### config.mk
export PLATFORM = sky130hd
export DESIGN_NAME = mc8051_cycle_seq_flat
export DESIGN_NICKNAME = d
export VERILOG_FILES = /design/src/rtl/mc8051_cycle_seq_pkg.sv /design/src/rtl/mc8051_cycle_seq_if.sv /design/src/rtl/mc8051_mem_hs.sv /design/src/rtl/mc8051_cycle_seq.sv /design/src/flat_wrapper.sv
export SDC_FILE = /design/constraint.sdc
export NUM_CORES = 1
export LEC_CHECK = 0
export ABC_AREA = 1
export CORE_ASPECT_RATIO = 1.2
export CORE_UTILIZATION = 39
export CTS_BUF_LIST = sky130_fd_sc_hd__clkbuf_4 sky130_fd_sc_hd__clkbuf_8 sky130_fd_sc_hd__clkbuf_16
export DETAILED_ROUTE_END_ITERATION = 12
export GPL_TIMING_DRIVEN = 0
export PLACE_DENSITY_LB_ADDON = 0.12
export SYNTH_ARGS = -nofsm -noshare
export SYNTH_HDL_FRONTEND = slang
export SYNTH_SLANG_ARGS = --single-unit
export TNS_END_PERCENT = 50
### constraint.sdc
create_clock -name i_clk -period 1.6 [get_ports i_clk]
set_clock_uncertainty 0.2 [all_clocks]
set_input_delay 0.24 -clock i_clk [delete_from_list [all_inputs] [get_ports i_clk]]
set_output_delay 0.24 -clock i_clk [all_outputs]
set_load 0.02 [all_outputs]
### src/rtl/mc8051_cycle_seq_pkg.sv
// rtl/mc8051_cycle_seq_pkg.sv - shared constants and types for the instruction-cycle sequencer
package mc8051_cycle_seq_pkg;

    localparam int MCODE_WIDTH = 16;

    // Microcode field placement; CONT is always the MSB of the word.
    localparam int S2_PCINC_BIT = 0;
    localparam int S2_MODE_LSB  = 1;
    localparam int S3_PCINC_BIT = 3;
    localparam int S3_MODE_LSB  = 4;
    localparam int S5_MODE_LSB  = 6;
    localparam int MODE_W       = 2;

    localparam logic [MODE_W-1:0] DISCARD_MODE    = 2'b00;
    localparam logic [MODE_W-1:0] WR_DISCARD_MODE = 2'b00;

    localparam logic [2:0] MEM_STAGE_S1 = 3'd1;
    localparam logic [2:0] MEM_STAGE_S2 = 3'd2;
    localparam logic [2:0] MEM_STAGE_S3 = 3'd3;
    localparam logic [2:0] MEM_STAGE_S5 = 3'd5;

    typedef enum logic [2:0] {
        S1_FETCH = 3'd0,
        S2_RD    = 3'd1,
        S3_RD    = 3'd2,
        S4_EXEC  = 3'd3,
        S5_WB    = 3'd4
    } seq_state_e;

    function automatic logic [2:0] stage_code(input seq_state_e s);
        case (s)
            S1_FETCH: return MEM_STAGE_S1;
            S2_RD:    return MEM_STAGE_S2;
            S3_RD:    return MEM_STAGE_S3;
            S5_WB:    return MEM_STAGE_S5;
            default:  return 3'd0;
        endcase
    endfunction

endpackage

### src/rtl/mc8051_cycle_seq_if.sv
// rtl/mc8051_cycle_seq_if.sv - req/ack memory handshake between sequencer and memory
interface mc8051_cycle_seq_if;
    logic       mem_req;
    logic       mem_we;
    logic [2:0] mem_stage;
    logic       mem_ack;
    logic [7:0] mem_rdata;

    modport master (
        output mem_req, mem_we, mem_stage,
        input  mem_ack, mem_rdata
    );

    modport slave (
        input  mem_req, mem_we, mem_stage,
        output mem_ack, mem_rdata
    );
endinterface

### src/rtl/mc8051_mem_hs.sv
// rtl/mc8051_mem_hs.sv - shared req/ack holder with per-stage read data latches
module mc8051_mem_hs
    import mc8051_cycle_seq_pkg::*;
(
    input  logic                      i_clk,
    input  logic                      i_rst,
    input  logic                      i_req_en,
    input  logic                      i_we,
    input  logic [2:0]                i_stage,
    mc8051_cycle_seq_if.master        mem,
    output logic                      o_done,
    output logic [7:0]                o_instr_buffer,
    output logic [7:0]                o_s2_buf,
    output logic [7:0]                o_s3_buf
);

    logic [7:0] instr_buffer_q, instr_buffer_d;
    logic [7:0] s2_buf_q, s2_buf_d;
    logic [7:0] s3_buf_q, s3_buf_d;

    // An ack only counts while a request is up and reset is not being applied.
    assign o_done = i_req_en & mem.mem_ack & ~i_rst;

    always_comb begin
        mem.mem_req    = i_req_en;
        mem.mem_we     = i_req_en & i_we;
        mem.mem_stage  = i_req_en ? i_stage : 3'd0;
        instr_buffer_d = instr_buffer_q;
        s2_buf_d       = s2_buf_q;
        s3_buf_d       = s3_buf_q;
        if (o_done && !i_we) begin
            case (i_stage)
                MEM_STAGE_S1: instr_buffer_d = mem.mem_rdata;
                MEM_STAGE_S2: s2_buf_d       = mem.mem_rdata;
                MEM_STAGE_S3: s3_buf_d       = mem.mem_rdata;
                default: ;
            endcase
        end
    end

    always_ff @(posedge i_clk) begin
        if (i_rst) begin
            instr_buffer_q <= 8'h00;
            s2_buf_q       <= 8'h00;
            s3_buf_q       <= 8'h00;
        end else begin
            instr_buffer_q <= instr_buffer_d;
            s2_buf_q       <= s2_buf_d;
            s3_buf_q       <= s3_buf_d;
        end
    end

    assign o_instr_buffer = instr_buffer_q;
    assign o_s2_buf       = s2_buf_q;
    assign o_s3_buf       = s3_buf_q;

endmodule

### src/rtl/mc8051_cycle_seq.sv
// rtl/mc8051_cycle_seq.sv - S1..S5 instruction-cycle sequencer facing the op decoder
module mc8051_cycle_seq
    import mc8051_cycle_seq_pkg::*;
#(
    parameter int MCODE_W  = MCODE_WIDTH,
    parameter bit STALL_EN = 1'b1
) (
    input  logic               i_clk,
    input  logic               i_rst,
    input  logic [MCODE_W-1:0] i_mc_b,
    mc8051_cycle_seq_if.master mem,
    output logic [7:0]         o_instr_buffer,
    output logic [1:0]         o_ci_stage,
    output logic               o_s1_done_tick,
    output logic               o_s2_done_tick,
    output logic               o_s3_done_tick,
    output logic               o_exec_tick,
    output logic               o_s5_done_tick,
    output logic [7:0]         o_s2_buf,
    output logic [7:0]         o_s3_buf,
    output logic               o_pc_inc,
    input  logic               i_stall,
    output logic               o_seq_err
);

    seq_state_e  state_q, state_d;
    logic [1:0]  ci_stage_q, ci_stage_d;
    logic        seq_err_q, seq_err_d;
    logic        active_q, active_d;

    logic              cont, s2_pcinc, s3_pcinc, mc_unused;
    logic [MODE_W-1:0] s2_mode, s3_mode, s5_mode;
    logic              need_req, req_we, req_en, pc_bit, hs_done, stage_done;
    logic [2:0]        stage_sel;

    assign cont      = i_mc_b[MCODE_W-1];
    assign s2_pcinc  = i_mc_b[S2_PCINC_BIT];
    assign s3_pcinc  = i_mc_b[S3_PCINC_BIT];
    assign s2_mode   = i_mc_b[S2_MODE_LSB +: MODE_W];
    assign s3_mode   = i_mc_b[S3_MODE_LSB +: MODE_W];
    assign s5_mode   = i_mc_b[S5_MODE_LSB +: MODE_W];
    assign mc_unused = ^i_mc_b;
    assign stage_sel = stage_code(state_q);

    always_comb begin
        need_req = 1'b0;
        req_we   = 1'b0;
        pc_bit   = 1'b0;
        case (state_q)
            S1_FETCH: begin
                need_req = 1'b1;
                pc_bit   = 1'b1;
            end
            S2_RD: begin
                need_req = (s2_mode != DISCARD_MODE);
                pc_bit   = s2_pcinc;
            end
            S3_RD: begin
                need_req = (s3_mode != DISCARD_MODE);
                pc_bit   = s3_pcinc;
            end
            S5_WB: begin
                need_req = (s5_mode != WR_DISCARD_MODE);
                req_we   = 1'b1;
            end
            default: ;
        endcase
        // active_q keeps the request low in the cycle right after reset.
        req_en = active_q & need_req;
    end

    mc8051_mem_hs u_mem_hs (
        .i_clk          (i_clk),
        .i_rst          (i_rst),
        .i_req_en       (req_en),
        .i_we           (req_we),
        .i_stage        (stage_sel),
        .mem            (mem),
        .o_done         (hs_done),
        .o_instr_buffer (o_instr_buffer),
        .o_s2_buf       (o_s2_buf),
        .o_s3_buf       (o_s3_buf)
    );

    always_comb begin
        if (!active_q || i_rst)        stage_done = 1'b0;
        else if (state_q == S4_EXEC)   stage_done = !(STALL_EN && i_stall);
        else if (need_req)             stage_done = hs_done;
        else                           stage_done = 1'b1;

        state_d    = state_q;
        ci_stage_d = ci_stage_q;
        seq_err_d  = seq_err_q;
        active_d   = 1'b1;
        if (stage_done) begin
            case (state_q)
                S1_FETCH: begin
                    state_d    = S2_RD;
                    ci_stage_d = 2'd0;
                end
                S2_RD:   state_d = S3_RD;
                S3_RD:   state_d = S4_EXEC;
                S4_EXEC: state_d = S5_WB;
                S5_WB: begin
                    if (!cont) begin
                        state_d = S1_FETCH;
                    end else if (ci_stage_q != 2'd3) begin
                        ci_stage_d = ci_stage_q + 2'd1;
                        state_d    = S2_RD;
                    end else begin
                        // Chain ran past the last microcode stage: flag it and refetch.
                        seq_err_d  = 1'b1;
                        ci_stage_d = 2'd0;
                        state_d    = S1_FETCH;
                    end
                end
                default: state_d = S1_FETCH;
            endcase
        end
    end

    always_ff @(posedge i_clk) begin
        if (i_rst) begin
            state_q    <= S1_FETCH;
            ci_stage_q <= 2'd0;
            seq_err_q  <= 1'b0;
            active_q   <= 1'b0;
        end else begin
            state_q    <= state_d;
            ci_stage_q <= ci_stage_d;
            seq_err_q  <= seq_err_d;
            active_q   <= active_d;
        end
    end

    assign o_s1_done_tick = stage_done && (state_q == S1_FETCH);
    assign o_s2_done_tick = stage_done && (state_q == S2_RD);
    assign o_s3_done_tick = stage_done && (state_q == S3_RD);
    assign o_exec_tick    = stage_done && (state_q == S4_EXEC);
    assign o_s5_done_tick = stage_done && (state_q == S5_WB);
    assign o_pc_inc       = stage_done && need_req && pc_bit;
    assign o_ci_stage     = ci_stage_q;
    assign o_seq_err      = seq_err_q;

endmodule

### src/flat_wrapper.sv
// flat-port wrapper written by rule: the top's interface ports become plain ports
module mc8051_cycle_seq_flat import mc8051_cycle_seq_pkg::*;
#(
    parameter int MCODE_W  = MCODE_WIDTH,
    parameter bit STALL_EN = 1'b1
)
  (i_clk, i_rst, i_mc_b, o_instr_buffer, o_ci_stage, o_s1_done_tick, o_s2_done_tick, o_s3_done_tick, o_exec_tick, o_s5_done_tick, o_s2_buf, o_s3_buf, o_pc_inc, i_stall, o_seq_err, mem_mem_req, mem_mem_we, mem_mem_stage, mem_mem_ack, mem_mem_rdata);
  mc8051_cycle_seq_if mem_i ();
  input  logic i_clk;
  input  logic i_rst;
  input  logic [MCODE_W-1:0] i_mc_b;
  output logic [7:0] o_instr_buffer;
  output logic [1:0] o_ci_stage;
  output logic o_s1_done_tick;
  output logic o_s2_done_tick;
  output logic o_s3_done_tick;
  output logic o_exec_tick;
  output logic o_s5_done_tick;
  output logic [7:0] o_s2_buf;
  output logic [7:0] o_s3_buf;
  output logic o_pc_inc;
  input  logic i_stall;
  output logic o_seq_err;
  output wire logic [$bits(mem_i.mem_req)-1:0] mem_mem_req;
  output wire logic [$bits(mem_i.mem_we)-1:0] mem_mem_we;
  output wire logic [$bits(mem_i.mem_stage)-1:0] mem_mem_stage;
  input wire logic [$bits(mem_i.mem_ack)-1:0] mem_mem_ack;
  input wire logic [$bits(mem_i.mem_rdata)-1:0] mem_mem_rdata;
  assign mem_mem_req = mem_i.mem_req;
  assign mem_mem_we = mem_i.mem_we;
  assign mem_mem_stage = mem_i.mem_stage;
  assign mem_i.mem_ack = mem_mem_ack;
  assign mem_i.mem_rdata = mem_mem_rdata;
  mc8051_cycle_seq #(.MCODE_W(MCODE_W), .STALL_EN(STALL_EN)) u_core (.i_clk(i_clk), .i_rst(i_rst), .i_mc_b(i_mc_b), .mem(mem_i), .o_instr_buffer(o_instr_buffer), .o_ci_stage(o_ci_stage), .o_s1_done_tick(o_s1_done_tick), .o_s2_done_tick(o_s2_done_tick), .o_s3_done_tick(o_s3_done_tick), .o_exec_tick(o_exec_tick), .o_s5_done_tick(o_s5_done_tick), .o_s2_buf(o_s2_buf), .o_s3_buf(o_s3_buf), .o_pc_inc(o_pc_inc), .i_stall(i_stall), .o_seq_err(o_seq_err));
endmodule
==> flow_summary.json, run 1 <==
{
  "die_area_um2": 4620,
  "synth_common_cells": "79 x nand2_1, 75 x inv_1, 46 x nor2_1",
  "postSynthNetCount": 308,
  "yosysMostFrequentCell": "nand2_1",
  "syn_avg_cell_area_um2": 6.08,
  "io_buffers": 58,
  "cp-end-kind": "output pin",
  "yosysTopAreaCell": "dfxtp_1",
  "start_util_pct": 41.7,
  "power_density_nw_per_um2": 659,
  "drive_above_1_share_pct": 25.3,
  "worst_hold_path_type": "primary input to register",
  "fmax_ghz": 0.514,
  "min_period_ps": 1950,
  "grt_usage_pct": 19.6,
  "violations": "setup timing",
  "syn_inst": 279,
  "ys_warn_count": 0,
  "worst_slack_ps": -345,
  "path_class": "register to output pin",
  "fp-row-count": 25,
  "grt_pass1_vias": 1708,
  "clock_path_buffers": 2,
  "cp-start-kind": "register",
  "firstDrtPassIters": 4,
  "grt-ovfl-total": 0,
  "drc": 0,
  "grt_max_degree": 11,
  "postRouteWirelength_um": 4240,
  "status": "finished with violations",
  "synth-seq-area-share_pct": 36.6,
  "io_pins": 66,
  "antenna_found_initial": 0,
  "hold_slack_ps": 163,
  "power_w": 0.00180,
  "grt_pass1_wl_um": 7090,
  "clk_pin_slew_ps": 70,
  "die_h_um": 74.3,
  "ant_nets": 0,
  "cts_made_buffers": 5,
  "drt-wirelength-per-cell_um": 10.1,
  "ctsHtreeMaxLevel": 2,
  "fin_nets": 392,
  "vdd_ir_drop_max_v": 0.000396,
  "ctsRootBufferMaster": "clkbuf_8",
  "leakagePower_nw": 1.52,
  "via_per_inst": 4.29,
  "synth_top_cell_area_share_pct": 36.6,
  "finish.utilization_pct": 67.2,
  "synth_area_leaders": "dfxtp_1 37%, nand2_1 17%, inv_1 17%",
  "cts.sinks": 31,
  "synthesis.area_um2": 1700,
  "worst_pin_slew_ps": 442,
  "final-max-slew-violation-count": 0,
  "coreArea_um2": 4070,
  "fin_crit_sh_pct": 122,
  "dieWidth_um": 62.2,
  "design_area_um2": 2730,
  "setup_viol": 29,
  "rsz0062_at_grt": "true",
  "drt_iter0_markers": 36,
  "num_vias": 1792,
  "place_area_um2": 2420,
  "cp.required_ps": 1160,
  "cap_violations": 0,
  "ys.flop_type": "dfxtp_1",
  "gp_congestion": 0.887,
  "dpl.hpwl_um": 3000,
  "diodes": 0,
  "final-hold-violation-count": 0,
  "clk_latency_ps": 280,
  "arrival_ps": 1510,
  "fin_tns_setup_ps": -4370,
  "ys_seq_elements": 31,
  "ys_types": 23,
  "ctsHoldBuffers": 0,
  "synth_edf_count": 0,
  "synthArstFlopShare_pct": 0,
  "area.growth.synth_to_final_pct": 61.0,
  "cp_max_fo": 5,
  "cts_tree": "built",
  "slew_headroom_pct": 70.5
}
## per-layer routing
layer / share of wire, % / wire (µm) / up-vias / global-route usage [%]
li1: - / - / 965 / -
met1: 42 / 1760 / 757 / 21.1
met2: 50 / 2140 / 58 / 36.6
met3: 5.3 / 224 / 12 / 4.91
met4: 2.6 / 112 / 0 / 9.30
met5: 0 / 0 / - / 0
## registers in the layout, indices dropped and copies added (netlist names)
register                        count
u_core.u_mem_hs.o_instr_buffer      8
u_core.u_mem_hs.o_s2_buf            8
u_core.u_mem_hs.o_s3_buf            8
u_core.state_q                      3
u_core.o_ci_stage                   2
u_core.active_q                     1
u_core.o_seq_err                    1
## cell usage in the layout, fill, tap and decap left out
cell type and n:
buf_2 1, inv_1 64, clkdlybuf4s50_1 15, buf_6 15, dfxtp_1 27, a21oi_1 1, dlymetal6s2s_1 3, nand2_4 4
clkinv_2 2, clkbuf_8 5, o21ai_0 4, nand3b_1 1, clkbuf_2 1, dlygate4sd2_1 29, nand2_1 74, clkbuf_1 1
inv_8 1, a21oi_2 3, ha_1 1, nand4_1 3, dfxtp_2 1, nand2_8 2, nor2_1 39, nand3_2 5
nand4_4 1, o21ai_1 2, nor2_4 7, inv_2 9, nand2_2 4, buf_8 1, buf_4 16, inv_4 3
dfxtp_4 3, clkbuf_4 2, nand3_4 1, nor2_2 5, nand3_1 8
## stage by stage
| step | std cells | worst slack (ps) |
|---|---|---|
| 2_1_floorplan | 279 | -6.91 |
| 3_3_place_gp | 391 | -1020 |
| 3_5_place_dp | 391 | -1030 |
| 4_1_cts | 415 | -354 |
| 5_1_grt | 418 | -418 |
| 6_report | 418 | -345 |
## repair_timing
item | in CTS | in global routing
cloned | 1 | 0
pin swaps | 14 | 15
endpoints found under the setup margin | 65 | 41
endpoints found under the hold margin | 0 | 0
gates resized for setup | 118 | 19
buffers inserted | 15 | 4
## path summary, 6_finish.rpt
kind | start | to | slack (ps) | cells after the start
max | u_core.state_q[1] | mem_mem_stage[2] | -350 | 8
min | i_rst | u_core.state_q[2] | 160 | 2
max reg2reg | u_core.state_q[1] | u_core.state_q[2] | -220 | 10
min reg2reg | u_core.o_seq_err | u_core.o_seq_err | 260 | 2
## kinds of logic after synthesis
kind of cell / Yosys count / synth area share (%)
compound gates: 10 / 2.95
fa+ha+maj: 1 / 0.737
buf+inv: 83 / 19.2
flops: 31 / 36.6
simple gates: 154 / 40.5
## where the power goes
part	internal, W	total (W)	switching [W]
clock network	0.000339	0.000618	0.000280
logic	0.000162	0.000373	0.000211
registers	0.000791	0.000808	0.0000167
## critical path, cell delays in order (launching register included)
cell,delay [ps]
dfxtp_4,420
inv_4,50
nor2_4,100
nand3_2,90
nand3_4,130
nand2_4,100
nor2_4,130
buf_6,100
buf_6,100
## final cells by class
| class | count | area [µm²] |
|---|---|---|
| multi-input combinational | 165 | 873 |
| buffer | 5 | 36.3 |
| inverter | 78 | 309 |
| tap | 54 | 67.6 |
| timing repair buffer | 77 | 723 |
| sequential | 31 | 633 |
| clock buffer | 7 | 83.8 |
| clock inverter | 1 | 5.00 |
| fill | 388 | 1340 |
Power figures use the tool's default switching activity.
==> inputs of run 2 (changes only) <==
- CORE_MARGIN: default -> 1.5
==> run 2 against run 1 <==
- the run still ends with setup timing left
- setup slack got worse by 11 ps
- register-to-register slack better by 90 ps
- critical endpoint is now o_pc_inc
- worst hold slack lost 22 ps
- sequential cell count unchanged
- final area grew 2.0%
- non-clock buffer count increased by 5
- wire length up 1.3%
- critical path depth rose by 2
- power rose by 2.5%
- fmax decreased by 0.56%
- die area rose by 3.0%
==> flow_summary.json, run 2 (synthesized netlist as in run 1, its figures left out) <==
{
  "die_area_um2": 4760,
  "leakagePower_nw": 1.52,
  "worst_pin_slew_ps": 437,
  "slew_headroom_pct": 70.9,
  "place_area_um2": 2420,
  "die_h_um": 75.3,
  "n_fill_cell": 389,
  "cp.required_ps": 1160,
  "arrival_ps": 1520,
  "fin_tns_setup_ps": -5470,
  "coreArea_um2": 4230,
  "start_util_pct": 40.1,
  "vdd_ir_drop_max_v": 0.000307,
  "fin_crit_sh_pct": 122,
  "ctsRootBufferMaster": "clkbuf_8",
  "io_pins": 66,
  "ctsHtreeMaxLevel": 2,
  "grt_max_degree": 11,
  "drc": 0,
  "firstDrtPassIters": 4,
  "antenna_found_initial": 0,
  "drt_iter0_markers": 69,
  "worst_slack_ps": -356,
  "violations": "setup timing",
  "diodes": 0,
  "fmax_ghz": 0.511,
  "setup_viol": 37,
  "grt_usage_pct": 18.9,
  "cp-start-kind": "register",
  "cts.sinks": 31,
  "cp_max_fo": 7,
  "power_density_nw_per_um2": 662,
  "rsz0062_at_grt": "true",
  "drt-wirelength-per-cell_um": 10.1,
  "final_common_cell": "nand2_1",
  "dieWidth_um": 63.2,
  "postRouteWirelength_um": 4290,
  "area.growth.synth_to_final_pct": 64.2,
  "status": "finished with violations",
  "num_vias": 1781,
  "cp-end-kind": "output pin",
  "clk_latency_ps": 290,
  "worst_hold_path_type": "primary input to register",
  "final-max-slew-violation-count": 0,
  "ant_nets": 0,
  "path_class": "register to output pin",
  "design_area_um2": 2790,
  "grt_pass1_vias": 1628,
  "io_buffers": 58,
  "cap_violations": 0,
  "grt-ovfl-total": 0,
  "clk_pin_slew_ps": 60,
  "drive_above_1_share_pct": 26.6,
  "min_period_ps": 1960,
  "cts_made_buffers": 5,
  "gp_congestion": 0.878,
  "mostFrequentLayoutCells": "73 x nand2_1, 66 x inv_1, 36 x nor2_1, 29 x dlygate4sd2_1, 27 x dfxtp_1",
  "clock_path_buffers": 2,
  "dpl.hpwl_um": 2970,
  "via_per_inst": 4.19,
  "final-hold-violation-count": 0,
  "grt_pass1_wl_um": 6970,
  "fp-row-count": 26,
  "fin_nets": 397,
  "cts_tree": "built"
}
run 2: cell types whose count changed in the layout (fill, tap and decap cells not counted), moves of 2 or more:
| cell | previous run | this run |
|---|---|---|
| dlymetal6s2s_1 | 3 | 1 |
| buf_6 | 15 | 20 |
| inv_1 | 64 | 66 |
| o21ai_1 | 2 | 0 |
| o21ai_2 | 0 | 2 |
| nor2_1 | 39 | 36 |
| nor2_2 | 5 | 8 |
| clkdlybuf4s50_1 | 15 | 17 |
run 2: final timing paths:
| path | to | startpoint | depth (start not counted) | slack [ps] |
|---|---|---|---|---|
| setup reg to reg | u_core.u_mem_hs.o_s3_buf[3] | u_core.state_q[0] | 12 | -130 |
| hold reg to reg | u_core.o_seq_err | u_core.o_seq_err | 2 | 250 |
| setup / recovery | o_pc_inc | u_core.state_q[1] | 10 | -360 |
| hold / removal | u_core.state_q[2] | i_rst | 2 | 140 |
run 2: report_power, final:
group          switching, W  leakage (nW)  internal (W)
registers         0.0000162         0.254      0.000791
logic              0.000219          1.22      0.000182
clock network      0.000297        0.0491      0.000339
run 2: layout make-up:
cell class | instances | area [µm²] | area share (%)
Buffer | 5 | 35.0 | 1.26
Clock buffer | 7 | 83.8 | 3.01
Clock inverter | 1 | 5.00 | 0.180
Inverter | 78 | 310 | 11.1
Multi-Input combinational cell | 165 | 882 | 31.7
Sequential cell | 31 | 633 | 22.7
Tap cell | 56 | 70.1 | 2.51
Timing Repair Buffer | 82 | 767 | 27.5
run 2: timing repair:
| action | in CTS | in global routing |
|---|---|---|
| pin swaps | 14 | 16 |
| cloned | 1 | 0 |
| hold buffers | 0 | 0 |
| buffers inserted | 12 | 12 |
| hold endpoints to repair | 0 | 0 |
| endpoints found under the setup margin | 65 | 38 |
| gates resized for setup | 118 | 22 |
run 2: per-layer routing:
layer / vias up / global-route usage (%) / share of wire, %
li1: 980 / - / -
met1: 751 / 21.3 / 44
met2: 40 / 35.0 / 49
met3: 10 / 3.74 / 3.9
met4: 0 / 8.70 / 2.4
met5: - / 0 / 0
run 2: per-stage QoR:
step	setup WS, ps	total power [W]	utilization, %	std cells	hold WS, ps
2_1_floorplan	-6.91	0.00102	-	279	102
3_3_place_gp	-1030	0.00116	57.3	393	245
3_5_place_dp	-1020	0.00116	57.3	393	252
4_1_cts	-375	0.00182	62.6	414	140
5_1_grt	-422	0.00193	65.9	425	195
6_report	-356	0.00184	65.9	425	141
run 2: worst max-delay path, cell delays in order (launching register included):
cell and delay [ps]:
dfxtp_4 410, inv_2 60, nor2_4 100, nand3_2 90, nand3_4 150, nand2_4 90, nand2_8 100, inv_4 40
nand3_2 50, inv_2 30, buf_6 120
==> inputs of run 3 (changes only) <==
- ABC_AREA: 1 -> default
- CORE_UTILIZATION: 39 -> 37
- SKIP_LAST_GASP: default -> 1
==> run 3 against run 2 <==
- the flow still finishes with violations (setup timing)
- non-clock buffer count grew 18
- utilization grew 16 points
- combinational power grew 18%
- critical path type is now primary input to output pin
==> flow_summary.json, run 3 <==
{
  "syn_inst": 164,
  "pre_cts_ws_ps": -1830,
  "synth_area_leaders": "dfxtp_1 42%, o311ai_0 8.3%, mux2i_1 5.4%",
  "gp_congestion": 0.850,
  "postSynthNetCount": 193,
  "ctsRootBufferMaster": "clkbuf_8",
  "grt_pass1_wl_um": 8300,
  "n_fill_cell": 222,
  "setup_viol": 68,
  "cp-start-kind": "primary input",
  "drt-wirelength-per-cell_um": 21.2,
  "final-max-slew-violation-count": 0,
  "ys_warn_count": 0,
  "ys.flop_type": "dfxtp_1",
  "antenna_found_initial": 0,
  "synthesis.area_um2": 1480,
  "drc": 0,
  "path_class": "primary input to output pin",
  "ant_nets": 0,
  "die_area_um2": 4380,
  "via_per_inst": 5.83,
  "drive_above_1_share_pct": 44.9,
  "worst_hold_path_type": "primary input to register",
  "cts_made_buffers": 5,
  "final-hold-violation-count": 0,
  "dieWidth_um": 60.7,
  "fmax_ghz": 0.412,
  "violations": "setup timing",
  "synth_top_cell_area_share_pct": 42.0,
  "vdd_ir_drop_max_v": 0.000606,
  "leakagePower_nw": 1.12,
  "io_buffers": 57,
  "power_density_nw_per_um2": 647,
  "worst_slack_ps": -828,
  "cp.required_ps": 1160,
  "coreArea_um2": 3720,
  "syn_avg_cell_area_um2": 9.00,
  "num_vias": 1835,
  "drt_iter0_markers": 102,
  "synth-seq-area-share_pct": 42.0,
  "ys_types": 43,
  "cp_max_fo": 4,
  "final_common_cell": "clkdlybuf4s50_1",
  "firstDrtPassIters": 4,
  "mostFrequentLayoutCells": "46 x clkdlybuf4s50_1, 27 x dfxtp_1, 25 x buf_6, 21 x buf_4, 11 x nor2_1",
  "fp-row-count": 24,
  "die_h_um": 72.2,
  "clk_latency_ps": 290,
  "arrival_ps": 1990,
  "clk_pin_slew_ps": 60,
  "dp_cells": 273,
  "status": "finished with violations",
  "cts_tree": "built",
  "yosysMostFrequentCell": "dfxtp_1",
  "min_period_ps": 2430,
  "start_util_pct": 39.7,
  "cap_violations": 0,
  "yosysTopAreaCell": "dfxtp_1",
  "synth_edf_count": 0,
  "grt_usage_pct": 25.7,
  "io_pins": 66,
  "fin_nets": 291,
  "stdcell_count": 315,
  "diodes": 0,
  "clock_path_buffers": 2,
  "grt_pass1_vias": 1783,
  "grt-ovfl-total": 0,
  "worst_pin_slew_ps": 915,
  "rsz0062_at_grt": "true",
  "slew_headroom_pct": 39.0,
  "ctsHtreeMaxLevel": 2,
  "grt_max_degree": 11,
  "area.growth.synth_to_final_pct": 108,
  "dpl.hpwl_um": 3280,
  "synth_common_cells": "31 x dfxtp_1, 15 x nor2_1, 14 x o311ai_0",
  "cts.sinks": 31,
  "postRouteWirelength_um": 6660,
  "synthArstFlopShare_pct": 0,
  "ys_seq_elements": 31,
  "cp-end-kind": "output pin",
  "fin_crit_sh_pct": 152
}
[run 3: worst max-delay path: stages]
cell and delay [ps]:
clkdlybuf4s50_1 410, or2_2 340, a222oi_1 330, buf_4 210
nand2b_4 170, nor2_4 50, buf_6 110, buf_6 120
[run 3: area by class of cell]
| type | count | area, µm² | share of cell area [%] |
|---|---|---|---|
| plain buffers | 13 | 135 | 4.41 |
| clock buffers | 8 | 104 | 3.39 |
| inverters | 13 | 52.6 | 1.71 |
| multi-input cells | 106 | 1160 | 37.7 |
| flip-flops and latches | 31 | 631 | 20.6 |
| well taps | 52 | 65.1 | 2.12 |
| repair buffers | 92 | 921 | 30.1 |
[run 3: final timing paths]
check             slack [ps]                     endpoint  cells past startpoint                   startpoint
setup / recovery        -830             mem_mem_stage[2]                      8                    i_mc_b[5]
hold / removal            60            u_core.state_q[1]                      3                        i_rst
setup reg to reg        -620         u_core.o_ci_stage[0]                      6            u_core.state_q[1]
hold reg to reg          290  u_core.u_mem_hs.o_s3_buf[3]                      2  u_core.u_mem_hs.o_s3_buf[3]
[run 3: cell families (layout without fill, tap and decap cells)]
family                   after synthesis  after routing  synth area share, %
multiplexers                           9              9                 6.19
AO/OA/AOI/OAI                         48             48                 25.0
buffers and inverters                 27            126                 8.13
XOR/XNOR                               1              1                0.593
flip-flops                            31             31                 42.0
AND/OR/NAND/NOR                       47             47                 17.2
adder cells (fa/ha/maj)                1              1                0.847
[run 3: report_power, final]
group	internal, W	switching (W)	leakage [nW]
Clock	0.000409	0.000310	0.0549
Sequential	0.000779	0.0000128	0.252
Combinational	0.000218	0.000255	0.812
Total	0.00141	0.000577	1.12
[run 3: timing repair]
action | 4_1_cts | 5_1_grt
endpoints found under the setup margin | 68 | 68
setup buffers | 18 | 18
hold buffers | 1 | 0
endpoints found under the hold margin | 2 | 0
pin swaps | 16 | 21
gates cloned | 2 | 0
resized for setup | 139 | 45
[run 3: per-stage QoR]
step,total power [W],hold WS (ps),instance area [µm²],setup TNS (ps),utilization [%]
floorplan,0.000952,177,1530,-16250,-
finish,0.00198,64.0,3060,-23920,82.3
CTS,0.00187,39.8,2710,-19430,72.9
global route,0.00205,79.5,3060,-26490,82.3
detailed placement,0.00107,242,2170,-36490,58.2
global placement,0.00106,242,2170,-34660,58.2
[run 3: per-layer routing]
| metal | wire, µm | GRT usage (%) | up-vias |
|---|---|---|---|
| li1 | - | - | 819 |
| met5 | 0 | 0 | - |
| met1 | 2430 | 26.6 | 906 |
| met3 | 336 | 7.49 | 24 |
| met4 | 250 | 11.4 | 0 |
| met2 | 3640 | 46.5 | 86 |
